**src/rtl/regfile_pkg.sv**
```systemverilog
// Shared types and helpers for the integer register file with busy scoreboard.
package regfile_pkg;

  localparam int XLEN_DEF     = 32;
  localparam int NUM_REGS_DEF = 32;

  typedef enum logic {
    CLR_IDLE,
    CLR_RUN
  } clr_state_t;

  // Low bit of slot `port` inside a packed bus of `width`-bit slots.
  function automatic int port_lsb(input int port, input int width);
    return port * width;
  endfunction

endpackage

```
**src/rtl/regfile_scoreboard_bits.sv**
```systemverilog
// Per-register busy bits: one set port (issue), one clear port (writeback or
// clear engine), and NUM_RD combinational lookup ports. Bit 0 is never set.
module regfile_scoreboard_bits
  import regfile_pkg::*;
#(
  parameter int NUM_REGS = NUM_REGS_DEF,
  parameter int NUM_RD   = 2,
  parameter int AW       = $clog2(NUM_REGS)
) (
  input  logic                 clk_i,
  input  logic                 rst_i,
  input  logic                 set_en_i,
  input  logic [AW-1:0]        set_idx_i,
  input  logic                 clr_en_i,
  input  logic [AW-1:0]        clr_idx_i,
  input  logic [NUM_RD*AW-1:0] look_addr_i,
  output logic [NUM_RD-1:0]    look_busy_o
);

  logic [NUM_REGS-1:0] busy_q;

  // Set is applied after clear so a new producer supersedes a retiring one.
  always_ff @(posedge clk_i or posedge rst_i) begin
    if (rst_i) begin
      busy_q <= '0;
    end else begin
      if (clr_en_i) busy_q[clr_idx_i] <= 1'b0;
      if (set_en_i && (set_idx_i != '0)) busy_q[set_idx_i] <= 1'b1;
    end
  end

  for (genvar p = 0; p < NUM_RD; p++) begin : g_look
    assign look_busy_o[p] = busy_q[look_addr_i[port_lsb(p, AW) +: AW]];
  end

endmodule

```
**src/rtl/regfile_scoreboard.sv**
```systemverilog
// Multi-port integer register file with optional write bypass, busy
// scoreboard and a sequenced clear engine that zeroes x1..x(N-1).
module regfile_scoreboard
  import regfile_pkg::*;
#(
  parameter int XLEN     = XLEN_DEF,
  parameter int NUM_REGS = NUM_REGS_DEF,
  parameter int NUM_RD   = 2,
  parameter int BYPASS   = 1,
  parameter int AW       = $clog2(NUM_REGS)
) (
  input  logic                   clk,
  input  logic                   reset,
  input  logic [NUM_RD*AW-1:0]   rd_addr,
  output logic [NUM_RD*XLEN-1:0] rd_data,
  output logic [NUM_RD-1:0]      rd_busy,
  input  logic                   wr_en,
  input  logic [AW-1:0]          wr_addr,
  input  logic [XLEN-1:0]        wr_data,
  input  logic                   issue_en,
  input  logic [AW-1:0]          issue_rd,
  input  logic                   clr_req,
  output logic                   clr_busy
);

  logic [XLEN-1:0]   regs_q [NUM_REGS];
  clr_state_t        state_q;
  logic [AW-1:0]     idx_q;
  logic              clr_busy_q;

  logic              wr_act;
  logic              issue_act;
  logic              sb_clr_en;
  logic [AW-1:0]     sb_clr_idx;
  logic [NUM_RD-1:0] sb_busy;

  // The clear engine owns the write and scoreboard-clear paths while running.
  assign wr_act     = wr_en && !clr_busy_q && (wr_addr != '0);
  assign issue_act  = issue_en && !clr_busy_q;
  assign sb_clr_en  = clr_busy_q || wr_act;
  assign sb_clr_idx = clr_busy_q ? idx_q : wr_addr;
  assign clr_busy   = clr_busy_q;

  always_ff @(posedge clk or posedge reset) begin
    if (reset) begin
      state_q    <= CLR_IDLE;
      idx_q      <= '0;
      clr_busy_q <= 1'b0;
    end else begin
      case (state_q)
        CLR_IDLE: begin
          if (clr_req) begin
            state_q    <= CLR_RUN;
            idx_q      <= AW'(1);
            clr_busy_q <= 1'b1;
          end
        end
        CLR_RUN: begin
          idx_q <= idx_q + AW'(1);
          if (idx_q == AW'(NUM_REGS - 1)) begin
            state_q    <= CLR_IDLE;
            clr_busy_q <= 1'b0;
          end
        end
        default: begin
          state_q    <= CLR_IDLE;
          clr_busy_q <= 1'b0;
        end
      endcase
    end
  end

  always_ff @(posedge clk or posedge reset) begin
    if (reset) begin
      for (int r = 0; r < NUM_REGS; r++) regs_q[r] <= '0;
    end else if (clr_busy_q) begin
      regs_q[idx_q] <= '0;
    end else if (wr_act) begin
      regs_q[wr_addr] <= wr_data;
    end
  end

  regfile_scoreboard_bits #(
    .NUM_REGS (NUM_REGS),
    .NUM_RD   (NUM_RD),
    .AW       (AW)
  ) u_bits (
    .clk_i       (clk),
    .rst_i       (reset),
    .set_en_i    (issue_act),
    .set_idx_i   (issue_rd),
    .clr_en_i    (sb_clr_en),
    .clr_idx_i   (sb_clr_idx),
    .look_addr_i (rd_addr),
    .look_busy_o (sb_busy)
  );

  // wr_act already excludes x0, so a hit never targets address 0.
  for (genvar p = 0; p < NUM_RD; p++) begin : g_rd
    logic [AW-1:0] addr;
    logic          hit;
    assign addr = rd_addr[port_lsb(p, AW) +: AW];
    assign hit  = (BYPASS != 0) && wr_act && (wr_addr == addr);
    assign rd_data[port_lsb(p, XLEN) +: XLEN] =
      (addr == '0) ? '0 : (hit ? wr_data : regs_q[addr]);
    assign rd_busy[p] = sb_busy[p] && !hit;
  end

endmodule

```
**config.mk**
```make
export PLATFORM = sky130hd
export DESIGN_NAME = regfile_scoreboard
export DESIGN_NICKNAME = d
export VERILOG_FILES = /design/src/rtl/regfile_pkg.sv /design/src/rtl/regfile_scoreboard_bits.sv /design/src/rtl/regfile_scoreboard.sv
export SDC_FILE = /design/constraint.sdc
export NUM_CORES = 2
export LEC_CHECK = 0
export ABC_AREA = 0
export CORE_MARGIN = 2
export CORE_UTILIZATION = 63
export DETAILED_ROUTE_END_ITERATION = 8
export GPL_TIMING_DRIVEN = 1
export PLACE_DENSITY = 0.81
export SYNTH_ARGS = -nofsm -noshare
export SYNTH_HDL_FRONTEND = slang
export SYNTH_SLANG_ARGS = --single-unit
```
**constraint.sdc**
```tcl
create_clock -name clk -period 48.1 [get_ports clk]
set_input_delay 14.43 -clock clk [delete_from_list [all_inputs] [get_ports clk]]
set_output_delay 14.43 -clock clk [all_outputs]
set_load 0.01 [all_outputs]
```
==> reports/metrics.csv <==
metric,value,unit
numCtsBuffers,109,
avgSynthCellArea,12.8,µm²
drtIter0Drc,9988,
cts_resized,0,
wl_per_cell,41.6,µm
drcViolationCount,0,
leakagePower,27.8,nW
synth_area_leader_cell,dfrtp_1,
final_core_util,70.1,%
max-clock-path-buffers,3,
synth_most_common_cell,dfrtp_1,
clock_sinks,1063,
syn_inst,4424,
syn_nets,4486,
dpl_cell_area,0.0585,mm²
synth_edf_count,0,
crit_path_top_delay_cell,buf_4,
io_buffer_count,123,
grt_use_met1,60.2,%
hold_buffers,0,
cts_max_level,3,
drtAntennaViolNets,0,
rsz0062_at_grt,false,
final_area,0.0622,mm²
clk-insertion-delay-late,0.73,ns
netlist_area,0.0566,mm²
crit_top_cell,buf_4,
clk_pin_slew,0.06,ns
clock.fmax,0.0296,GHz
post-dp-hpwl,120,mm
grtUsageTotal,49.4,%
finClkSkew,0.0444,ns
cts_tree,built,
vias_per_cell,8.78,
drive_above_1_share,19.0,%
cp_max_fo,81,
worstMarginPinSlew,1.48,ns
drv_cap,1,
grt_pass1_vias,47501,
ys_ff_latch,1063,
wirelength,230,mm
relSlewSlack,-1.33,%
row_count,109,
ys_async_sr_fraction,100,%
area_growth,9.91,%
critPathRequiredTime,33.67,ns
power_density,55.9,mW/mm²
setup_tns,0,ns
synthDistinctLibCells,69,
yosys-top-cells-area,"dfrtp_1 47%, a22o_1 16%, mux4_2 15%, mux2i_1 6.3%, clkbuf_1 2.6%",
start_util,63.8,%
synth_commonest_cells,"1063 x dfrtp_1, 1009 x a22o_1, 385 x clkbuf_1",
coreArea,0.0886,mm²
vias,48529,
cts-root-buf,clkbuf_16,
hold_path_class,flip-flop to flip-flop,
yosysSeqAreaShare,47.0,%
critPathArrivalTime,19.36,ns
period_minus_slack,33.79,ns
outcome,finished with violations,
slew_viol_final,1,
die_x,304,µm
grt_most_used_layer,met2,
critPathCaptureType,output pin,
grt_max_degree,190,
finalCritPeriodShare,70.3,%
hold_viol_final,0,
grtUsageMet3,28.4,%
grt_pass1_wl,330,mm
ir_drop,40.5,µV
violations,"capacitance limit, slew limit",
dr.pass1.iters,9,
die_h,304,µm
io_pins,124,
netlist.area_leader.share,47.0,%
gp_congestion,0.920,
start_kind,primary input,
synth_ff_type,dfrtp_1,
antenna_found_initial,17,
worstSetupPathType,primary input to output pin,
overflow,0,
worstPathCellList,buf_8 > buf_4 > buf_4 > mux4_2 > nor3_1 > a31oi_1 > and3_1 > a211oi_1 > nor2_1 > clkdlybuf4s50_1,
postCtsSetupBuffers,0,
finalSetupViolations,0,
crit_path_max_incr_delay,0.87,ns
layout.nets,4323,
yosys_warnings,0,
die_area,0.0922,mm²
grtUsageMet2,64.9,%
## report_power, final
group | leakage, nW | switching (mW) | internal, mW | total [mW]
Sequential | 14.3 | 0.315 | 1.24 | 1.56
Clock | 1.79 | 0.384 | 0.488 | 0.872
Combinational | 11.7 | 0.470 | 0.578 | 1.05
## metrics by stage
stage	hold slack (ns)	setup WS [ns]	cells	total power, mW
floorplan	0.467	3.75	4424	2.21
global placement	0.484	14.55	5315	2.49
detailed placement	0.491	14.62	5315	2.54
CTS	0.513	14.59	5513	3.41
global route	0.525	14.14	5515	3.58
finish	0.514	14.31	5526	3.48
## final timing paths
path,to,slack [ns],cells after the start,from
worst max register to register,regs_q[463],43.88,8,clr_busy
worst min register to register,regs_q[64],0.51,1,regs_q[64]
worst min-delay path,regs_q[64],0.51,1,regs_q[64]
min in group asynchronous,regs_q[500],14.21,2,reset
worst max-delay path,rd_data[37],14.31,10,rd_addr[5]
max in group asynchronous,regs_q[99],29.77,6,reset
## cell families (layout without fill, tap and decap cells)
logic type	Yosys count	in the layout	share of synthesized area, %
multiplexers	746	746	21.8
buffers and inverters	581	505	4.93
AND/OR/NAND/NOR	482	482	4.07
other	0	13	0
adder cells (fa/ha/maj)	5	5	0.111
AO/OA/AOI/OAI	1536	1536	21.9
flip-flops	1063	1063	47.0
XOR/XNOR	11	11	0.170
## critical path: cells and delay by family
family,cells,cell delay [ns]
buf+inv,4,2.81
compound gates,2,0.68
mux,1,0.60
simple gates,3,0.56
## layer usage
metal  vias up  wire [µm]
met2      5805      90200
met4        32      22300
li1      17291          -
met5         -        411
met1     23672      71800
met3      1729      45100
## final cells by class
| class | instances | area (µm²) |
|---|---|---|
| antenna | 13 | 32.5 |
| clock buffer | 152 | 3140 |
| clock inverter | 46 | 465 |
| fill | 5914 | 26500 |
| inverter | 18 | 75.1 |
| multi-input combinational | 2780 | 27900 |
| sequential | 1063 | 26600 |
| tap | 1165 | 1460 |
| timing repair buffer | 289 | 2540 |
## placed cells by master, fill, tap and decap left out, drive strengths merged, types with 22 or more instances in the layout
master,instances
nor3,65
nor2,90
a221o,31
mux2i,355
a31oi,22
o22ai,27
inv,23
a211oi,30
a221oi,43
a21oi,110
nand3,46
mux4,383
o21ai,120
buf,175
clkbuf,153
clkdlybuf4s50,113
a22oi,57
nand2,160
a22o,1009
clkinv,31
and2,41
dfrtp,1063
## registers in the layout (all words and copies together), names as in the netlist
| name | cells |
|---|---|
| regs_q | 1024 |
| u_bits.busy_q | 32 |
| idx_q | 5 |
| clr_busy | 1 |
| state_q | 1 |
No activity file was read; power rests on OpenSTA's default activity.
